--- src/rtl/addsub_pkg.sv ---
// Shared state encoding and operation codes for the serial add/subtract sequencer.
package addsub_pkg;

    typedef enum logic [1:0] {
        IDLE = 2'd0,
        RUN  = 2'd1,
        DONE = 2'd2
    } state_t;

    localparam logic OP_ADD = 1'b0;
    localparam logic OP_SUB = 1'b1;

endpackage

--- src/rtl/nibble_addsub.sv ---
// Combinational 4-bit adder/subtractor slice; subtract inverts b and relies on cin=1.
module nibble_addsub
    import addsub_pkg::*;
(
    input  logic [3:0] a,
    input  logic [3:0] b,
    input  logic       op,
    input  logic       cin,
    output logic [3:0] s,
    output logic       cout,
    output logic       c3
);

    logic [3:0] b_eff;
    logic [3:0] low_sum;
    logic [1:0] top_sum;

    assign b_eff = (op == OP_SUB) ? ~b : b;

    // Split at bit 3 so the carry into the MSB is visible for signed overflow.
    assign low_sum = {1'b0, a[2:0]} + {1'b0, b_eff[2:0]} + {3'b000, cin};
    assign c3      = low_sum[3];
    assign top_sum = {1'b0, a[3]} + {1'b0, b_eff[3]} + {1'b0, c3};
    assign s       = {top_sum[0], low_sum[2:0]};
    assign cout    = top_sum[1];

endmodule

--- src/rtl/serial_addsub_ctrl.sv ---
// Wide add/subtract sequenced through one shared nibble slice, least significant nibble first.
module serial_addsub_ctrl
    import addsub_pkg::*;
#(
    parameter int NIBBLES = 4
) (
    input  logic                   clk,
    input  logic                   rst_n,
    input  logic                   start,
    input  logic                   op,
    input  logic [4*NIBBLES-1:0]   a,
    input  logic [4*NIBBLES-1:0]   b,
    output logic                   busy,
    output logic                   done,
    output logic [4*NIBBLES-1:0]   result,
    output logic                   carry,
    output logic                   overflow
);

    localparam int W  = 4 * NIBBLES;
    localparam int IW = $clog2(NIBBLES);
    localparam logic [IW-1:0] LAST = IW'(NIBBLES - 1);

    state_t          state;
    logic [W-1:0]    a_reg;
    logic [W-1:0]    b_reg;
    logic            op_reg;
    logic            c_in;
    logic [IW-1:0]   index;
    logic [IW+1:0]   bit_base;
    logic [3:0]      nib_s;
    logic            nib_cout;
    logic            nib_c3;

    assign bit_base = {index, 2'b00};

    nibble_addsub u_slice (
        .a    (a_reg[bit_base +: 4]),
        .b    (b_reg[bit_base +: 4]),
        .op   (op_reg),
        .cin  (c_in),
        .s    (nib_s),
        .cout (nib_cout),
        .c3   (nib_c3)
    );

    always_ff @(posedge clk or negedge rst_n) begin
        if (!rst_n) begin
            state    <= IDLE;
            a_reg    <= '0;
            b_reg    <= '0;
            op_reg   <= OP_ADD;
            c_in     <= 1'b0;
            index    <= '0;
            busy     <= 1'b0;
            done     <= 1'b0;
            result   <= '0;
            carry    <= 1'b0;
            overflow <= 1'b0;
        end else begin
            done <= 1'b0;
            case (state)
                IDLE: begin
                    if (start) begin
                        a_reg  <= a;
                        b_reg  <= b;
                        op_reg <= op;
                        c_in   <= op;
                        index  <= '0;
                        busy   <= 1'b1;
                        state  <= RUN;
                    end
                end
                RUN: begin
                    result[bit_base +: 4] <= nib_s;
                    c_in <= nib_cout;
                    // Final slice: latch flags and signal completion in the same edge.
                    if (index == LAST) begin
                        carry    <= nib_cout;
                        overflow <= nib_c3 ^ nib_cout;
                        done     <= 1'b1;
                        state    <= DONE;
                    end else begin
                        index <= index + 1'b1;
                    end
                end
                DONE: begin
                    busy  <= 1'b0;
                    state <= IDLE;
                end
                default: begin
                    busy  <= 1'b0;
                    state <= IDLE;
                end
            endcase
        end
    end

endmodule
--- config.mk ---
export PLATFORM = sky130hd
export DESIGN_NAME = serial_addsub_ctrl
export DESIGN_NICKNAME = d
export VERILOG_FILES = /design/src/rtl/addsub_pkg.sv /design/src/rtl/nibble_addsub.sv /design/src/rtl/serial_addsub_ctrl.sv
export SDC_FILE = /design/constraint.sdc
export NUM_CORES = 1
export LEC_CHECK = 0
export BUFFER_PORTS_ARGS = -buffer_cell sky130_fd_sc_hd__buf_4
export CORE_ASPECT_RATIO = 0.9
export CORE_MARGIN = 2
export CORE_UTILIZATION = 53
export DETAILED_ROUTE_END_ITERATION = 10
export GPL_ROUTABILITY_DRIVEN = 0
export PLACE_DENSITY = 0.88
export SETUP_SLACK_MARGIN = 0.5
export SYNTH_ARGS = -nofsm -noshare
export SYNTH_HDL_FRONTEND = slang
export SYNTH_HIERARCHICAL = 1
export SYNTH_SLANG_ARGS = --single-unit
--- constraint.sdc ---
create_clock -name clk -period 6.3 [get_ports clk]
set_clock_uncertainty 0.15 [all_clocks]
set_input_delay 0.315 -clock clk [delete_from_list [all_inputs] [get_ports clk]]
set_output_delay 0.315 -clock clk [all_outputs]
set_load 0.03 [all_outputs]
**After elaboration in Yosys (flattened, before gate mapping)**

Cells that the tools add are included.

- Bits in registers: 58
- Latch bits: 0
- Bits in writable memories: 0
- Memory bits (read-only): 0
- Logic and storage cells: 51
- Memories kept: 0

- Add/subtract/negate cells: 6
- Multiply operators: 0
- Divide/modulo/power cells: 0
- Magnitude comparators: 0
- Equality and inequality tests: 5
- Shifts and indexed selects: 4
- Muxes and demuxes: 14
- Bitwise operators: 3
- Reductions and logical operators: 8

Operators by type and width:

| kind | count |
|---|---|
| 16-bit by 5-bit indexed part select with 4-bit output | 2 |
| 16-bit bitwise mux | 1 |
| 4-bit by 6-bit variable shift with 16-bit output, first input constant | 1 |
| 4-bit by 6-bit indexed part select with 16-bit output | 1 |
| 2-bit AND reduction | 5 |
| 2-bit 2-to-1 mux | 4 |
| 2-bit case mux with 2 select lines | 2 |
| 2-bit != test, second input constant | 3 |
| 4-bit negator with 6-bit output | 1 |
| 3-bit by 3-bit adder with 4-bit output | 1 |
| 4-bit by 1-bit adder with 4-bit output | 1 |
| 1-bit 2-to-1 mux | 4 |
| 4-bit 2-to-1 mux | 1 |
| 4-bit inverter | 1 |
| 1-bit case mux with 2 select lines | 2 |
| 3-bit AND reduction | 1 |
| 1-bit by 1-bit adder with 2-bit output | 1 |
| 2-bit by 1-bit adder with 2-bit output | 1 |
| 2-bit by 1-bit adder with 2-bit output, second input constant | 1 |
| 2-bit by 1-bit equality test with 1-bit output, second input constant | 1 |
| 2-bit equality test, second input constant | 1 |
| 2-bit logical NOT | 1 |
| 2-bit nonzero test | 1 |
| 1-bit inverter | 1 |
| 1-bit bitwise XOR | 1 |

**Longest topological paths before layout**

- Depth in word-level cells: 8
- Mapped depth: 9

**Hierarchy**

Netlist, hierarchy kept.

By module, submodules not included:

| module | instances | cells each | area each (um2) | sequential area each (um2) |
|---|---|---|---|---|
| serial_addsub_ctrl | 1 | 187 | 2578.7 | 1451.4 |
| nibble_addsub | 1 | 13 | 142.6 | 0.0 |

**Least setup slack after synthesis**

No wires, ideal clock.

- Path type: register to register
- Start: register index[0]
- End: register result[14]
- Setup time: 0.110 ns
- Arrival time: 2.668 ns
- Required time: 6.040 ns
- Setup slack: 3.371 ns
- Stages on the path, launching flop included: 9
- Buffers on the path: 1
- Period minus slack after synthesis: 2.929 ns
- Path through: dfrtp_1 > buf_2 > mux4_2 > xor2_1 > fa_1 > fa_1 > xor2_1 > nand2_1 > o41ai_1

RTL lines:

| what | line | RTL |
|---|---|---|
| start: declaration | serial_addsub_ctrl.sv:29 | `logic [IW-1:0] index;` |
| start signal: assignment | serial_addsub_ctrl.sv:84 | `index <= index + 1'b1;` |
| 16-bit by 5-bit indexed part select with 4-bit output | serial_addsub_ctrl.sv:39 | `.b (b_reg[bit_base +: 4]),` |
| 4-bit inverter | nibble_addsub.sv:18 | `assign b_eff = (op == OP_SUB) ? ~b : b;` |
| 4-bit 2-to-1 mux | nibble_addsub.sv:18 |  |
| 3-bit by 3-bit adder with 4-bit output (*) | nibble_addsub.sv:21 | `assign low_sum = {1'b0, a[2:0]} + {1'b0, b_eff[2:0]} + {3'b000, cin};` |
| 4-bit by 1-bit adder with 4-bit output (*) | nibble_addsub.sv:21 |  |
| net nib_s[2] | serial_addsub_ctrl.sv:31 | `logic [3:0] nib_s;` |
| 4-bit by 6-bit indexed part select with 16-bit output (*) | serial_addsub_ctrl.sv:75 | `result[bit_base +: 4] <= nib_s;` |
| 16-bit bitwise mux (*) | serial_addsub_ctrl.sv:75 |  |
| end signal: indexed assignment | serial_addsub_ctrl.sv:75 |  |
| end: declaration | serial_addsub_ctrl.sv:15 | `output logic [4*NIBBLES-1:0] result,` |

The timed path passes the listed nets; every way through them passes the cells marked *.
A chain may end at the register's enable or synchronous reset.

**Final worst setup path**

Ends and elaborated chain as after synthesis.

==> qor.yml <==
status:
  outcome: "completed"
worst_setup_path:
  cp.arrival_ps: 3510
  startpoint_type: "register"
  max_stage_delay_ps: 900
  cp_cell_sequence: "mux4_2 > xor2_1 > fa_1 > fa_1 > xor2_1 > nand2_1 > o41ai_1"
  crit_fanout: 20
  crit_type: "register to register"
  cp-end-kind: "register"
  required_ps: 6380
  rr_startpoint: "index[0]"
  critPathLaunch: "index[0]"
  cp_slowest_cell: "dfrtp_1"
clocking:
  cts_buffers: 9
  holdBufCountCts: 1
  cts_tree: "built"
  ctsResizeCount: 0
  clk_latency_ps: 340
  cts_sinks: 58
  post-cts-setup-buffer-count: 0
  cts_buffer_depth: 2
  cts_root_buf: "clkbuf_8"
  h-tree-depth: 3
  path_clk_slew_ps: 60
sta:
  rsz0062_at_grt: "false"
  finalHoldViolations: 0
  fmax_ghz: 0.291
  setup_tns_ps: 0
  period_share_pct: 54.6
  worst_pin_slew_ps: 844
  setup_viol: 0
  slew_viol_final: 0
  maxSlewHeadroom_pct: 43.7
  period_needed_ps: 3440
detailed_routing:
  vias: 1808
  initialDrtViolationCount: 129
  wl_per_cell_um: 15.8
  first_pass_iters: 4
  drcViolationCount: 0
  ant_nets: 0
  finalWirelength_um: 5180
  via_per_inst: 5.51
power_and_ir_drop:
  combinationalPowerShare_pct: 49.5
  seqPwrFrac_pct: 31.2
  p_int_uw: 1340
  p_switching_uw: 867
  leakagePower_uw: 0.00159
  switching_share_pct: 39.3
  powerDensity_mw_per_mm2: 645
  clockPowerShare_pct: 19.3
  power_uw: 2200
  ir_drop_mv: 0.314
floorplanning:
  start_util_pct: 55.6
  core_sq_mm: 0.00489
  ios: 56
  rows: 24
  dieArea_sq_mm: 0.00572
  die-width_um: 79.5
  die_h_um: 72.0
synthesis:
  syn-cell-area_sq_mm: 0.00272
  synth.distinct_cells: 33
  synth_compound_area_share_pct: 6.85
  syn_inst: 200
  synth_top_area_share_pct: 53.3
  yosys.area_share.adder_pct: 5.89
  syn_area_per_cell_sq_um: 13.6
  ys_top_cells_by_area: "dfrtp_1 53%, mux2_2 13%, mux4_2 6.6%"
  synth_top_family_by_area: "multiplexers"
  yosysTopAreaCell: "dfrtp_1"
  synthMuxAreaShare_pct: 20.3
  synth.net_count: 247
  synth_seq_cells: 58
  synth-seq-area-share_pct: 53.3
  synth_simple_gate_area_share_pct: 8.23
  synth_xor_area_share_pct: 1.93
  yosysWarningCount: 6
grt:
  grt_usage_pct: 20.6
  grt_pass1_vias: 1799
  overflow: 0
  grt_start_max_net_pins: 59
  grt_pass1_wl_um: 8720
  antenna_found_initial: 0
finish:
  nets: 305
  area_growth_pct: 25.5
  fillers: 363
  drive_gt1_share_pct: 43.0
  utilization_pct: 69.8
  antenna_cells: 0
place:
  dp_hpwl_um: 3740
  port_buffers: 55
worst_hold_path:
  hold_class: "input pin to register"
  min-delay-start: "b[4]"
run:
  maxCapViolations: 0
==> power by group through the flow <==
stage                     combinational (uW)  clock (uW)  sequential, uW
after floorplan                          781           0             707
after global placement                  1040           0             686
after detailed placement                1080           0             696
after CTS                               1090         436             691
after global routing                    1190         451             718
final                                   1090         426             688
==> placed cells by master (no fill, tap or decap), types with 2 or more instances in the layout <==
cell	netlist	routed
o2bb2ai_1	4	4
o21ai_0	10	10
ha_1	8	8
inv_1	7	7
buf_4	2	56
nand3b_1	4	4
nand4_1	2	2
nand2_1	17	17
mux2_1	2	2
bufinv_16	0	3
clkinv_2	0	2
fa_1	3	3
a22o_1	6	6
mux4_2	8	8
a21oi_1	2	2
dfrtp_1	58	58
mux2_2	31	31
xor2_1	5	5
a22oi_1	2	2
nor2_1	4	4
clkbuf_8	0	11
nand3_1	6	6
==> synthesized netlist by cell type (all sizes together) <==
cell and count:
nor2b 1, xor2 5, nand3b 4, a21o 1
and4 1, nor2 4, clkbuf 4, mux4 8
a211oi 1, nand2 17, xnor2 1, nor3 1
inv 7, nor4b 2, dfrtp 58, a22o 6
o41ai 1, mux2 33, o21ai 10, nand4 2
buf 6, nor3b 1, nand3 6, and4b 1
fa 3, o2bb2ai 4, ha 8, a22oi 2
a21oi 2
==> worst max-delay path, delay by kind of cell, from the launching register on <==
| family | cells | cell delay [ps] |
|---|---|---|
| adders and majority gates | 2 | 810 |
| DFF | 1 | 900 |
| muxes | 1 | 610 |
| and+or+nand+nor | 1 | 90 |
| AOI/OAI and AO/OA | 1 | 310 |
| xor gates and xnor gates | 2 | 480 |
==> routing by layer <==
layer / GRT usage (%) / share of wire, %
met3: 8.71 / 6.4
met5: 0 / 0
met1: 27.9 / 46
met4: 6.90 / 1.4
met2: 30.3 / 46
==> through the flow <==
stage | cells | area (sq um) | hold slack, ps | setup WS [ps]
final | 328 | 3420 | 47.7 | 2860
after global routing | 328 | 3420 | 36.6 | 2650
after CTS | 328 | 3420 | 34.6 | 2860
after detailed placement | 311 | 3150 | 258 | 2870
after global placement | 311 | 3150 | 255 | 2970
after floorplan | 200 | 2720 | -131 | 3370
==> final cells by class <==
type	count	area [sq um]	area share, %
multi-input cells	125	1170	34.4
clock inverters	5	100	2.93
repair buffers	57	430	12.6
well taps	65	81.3	2.38
inverters	7	26.3	0.769
clock buffers	11	151	4.43
flip-flops and latches	58	1450	42.5
==> worst paths after layout <==
| kind | endpoint | slack (ps) | cells after the start |
|---|---|---|---|
| max | result[14] | 2860 | 7 |
| min | b_reg[4] | 50 | 2 |
| max reg2reg | result[14] | 2860 | 7 |
| min reg2reg | overflow | 330 | 2 |
| max in group asynchronous | result[2] | 5110 | 2 |
| min in group asynchronous | result[12] | 420 | 2 |
==> cells by family (layout without fill, tap and decap cells) <==
group | Yosys count | in the layout
DFF | 58 | 58
muxes | 41 | 41
and+or+nand+nor | 40 | 40
AOI/OAI and AO/OA | 27 | 27
buffers and inverters | 17 | 80
adders and majority gates | 11 | 11
xor gates and xnor gates | 6 | 6
No activity file was read; power rests on OpenSTA's default activity.
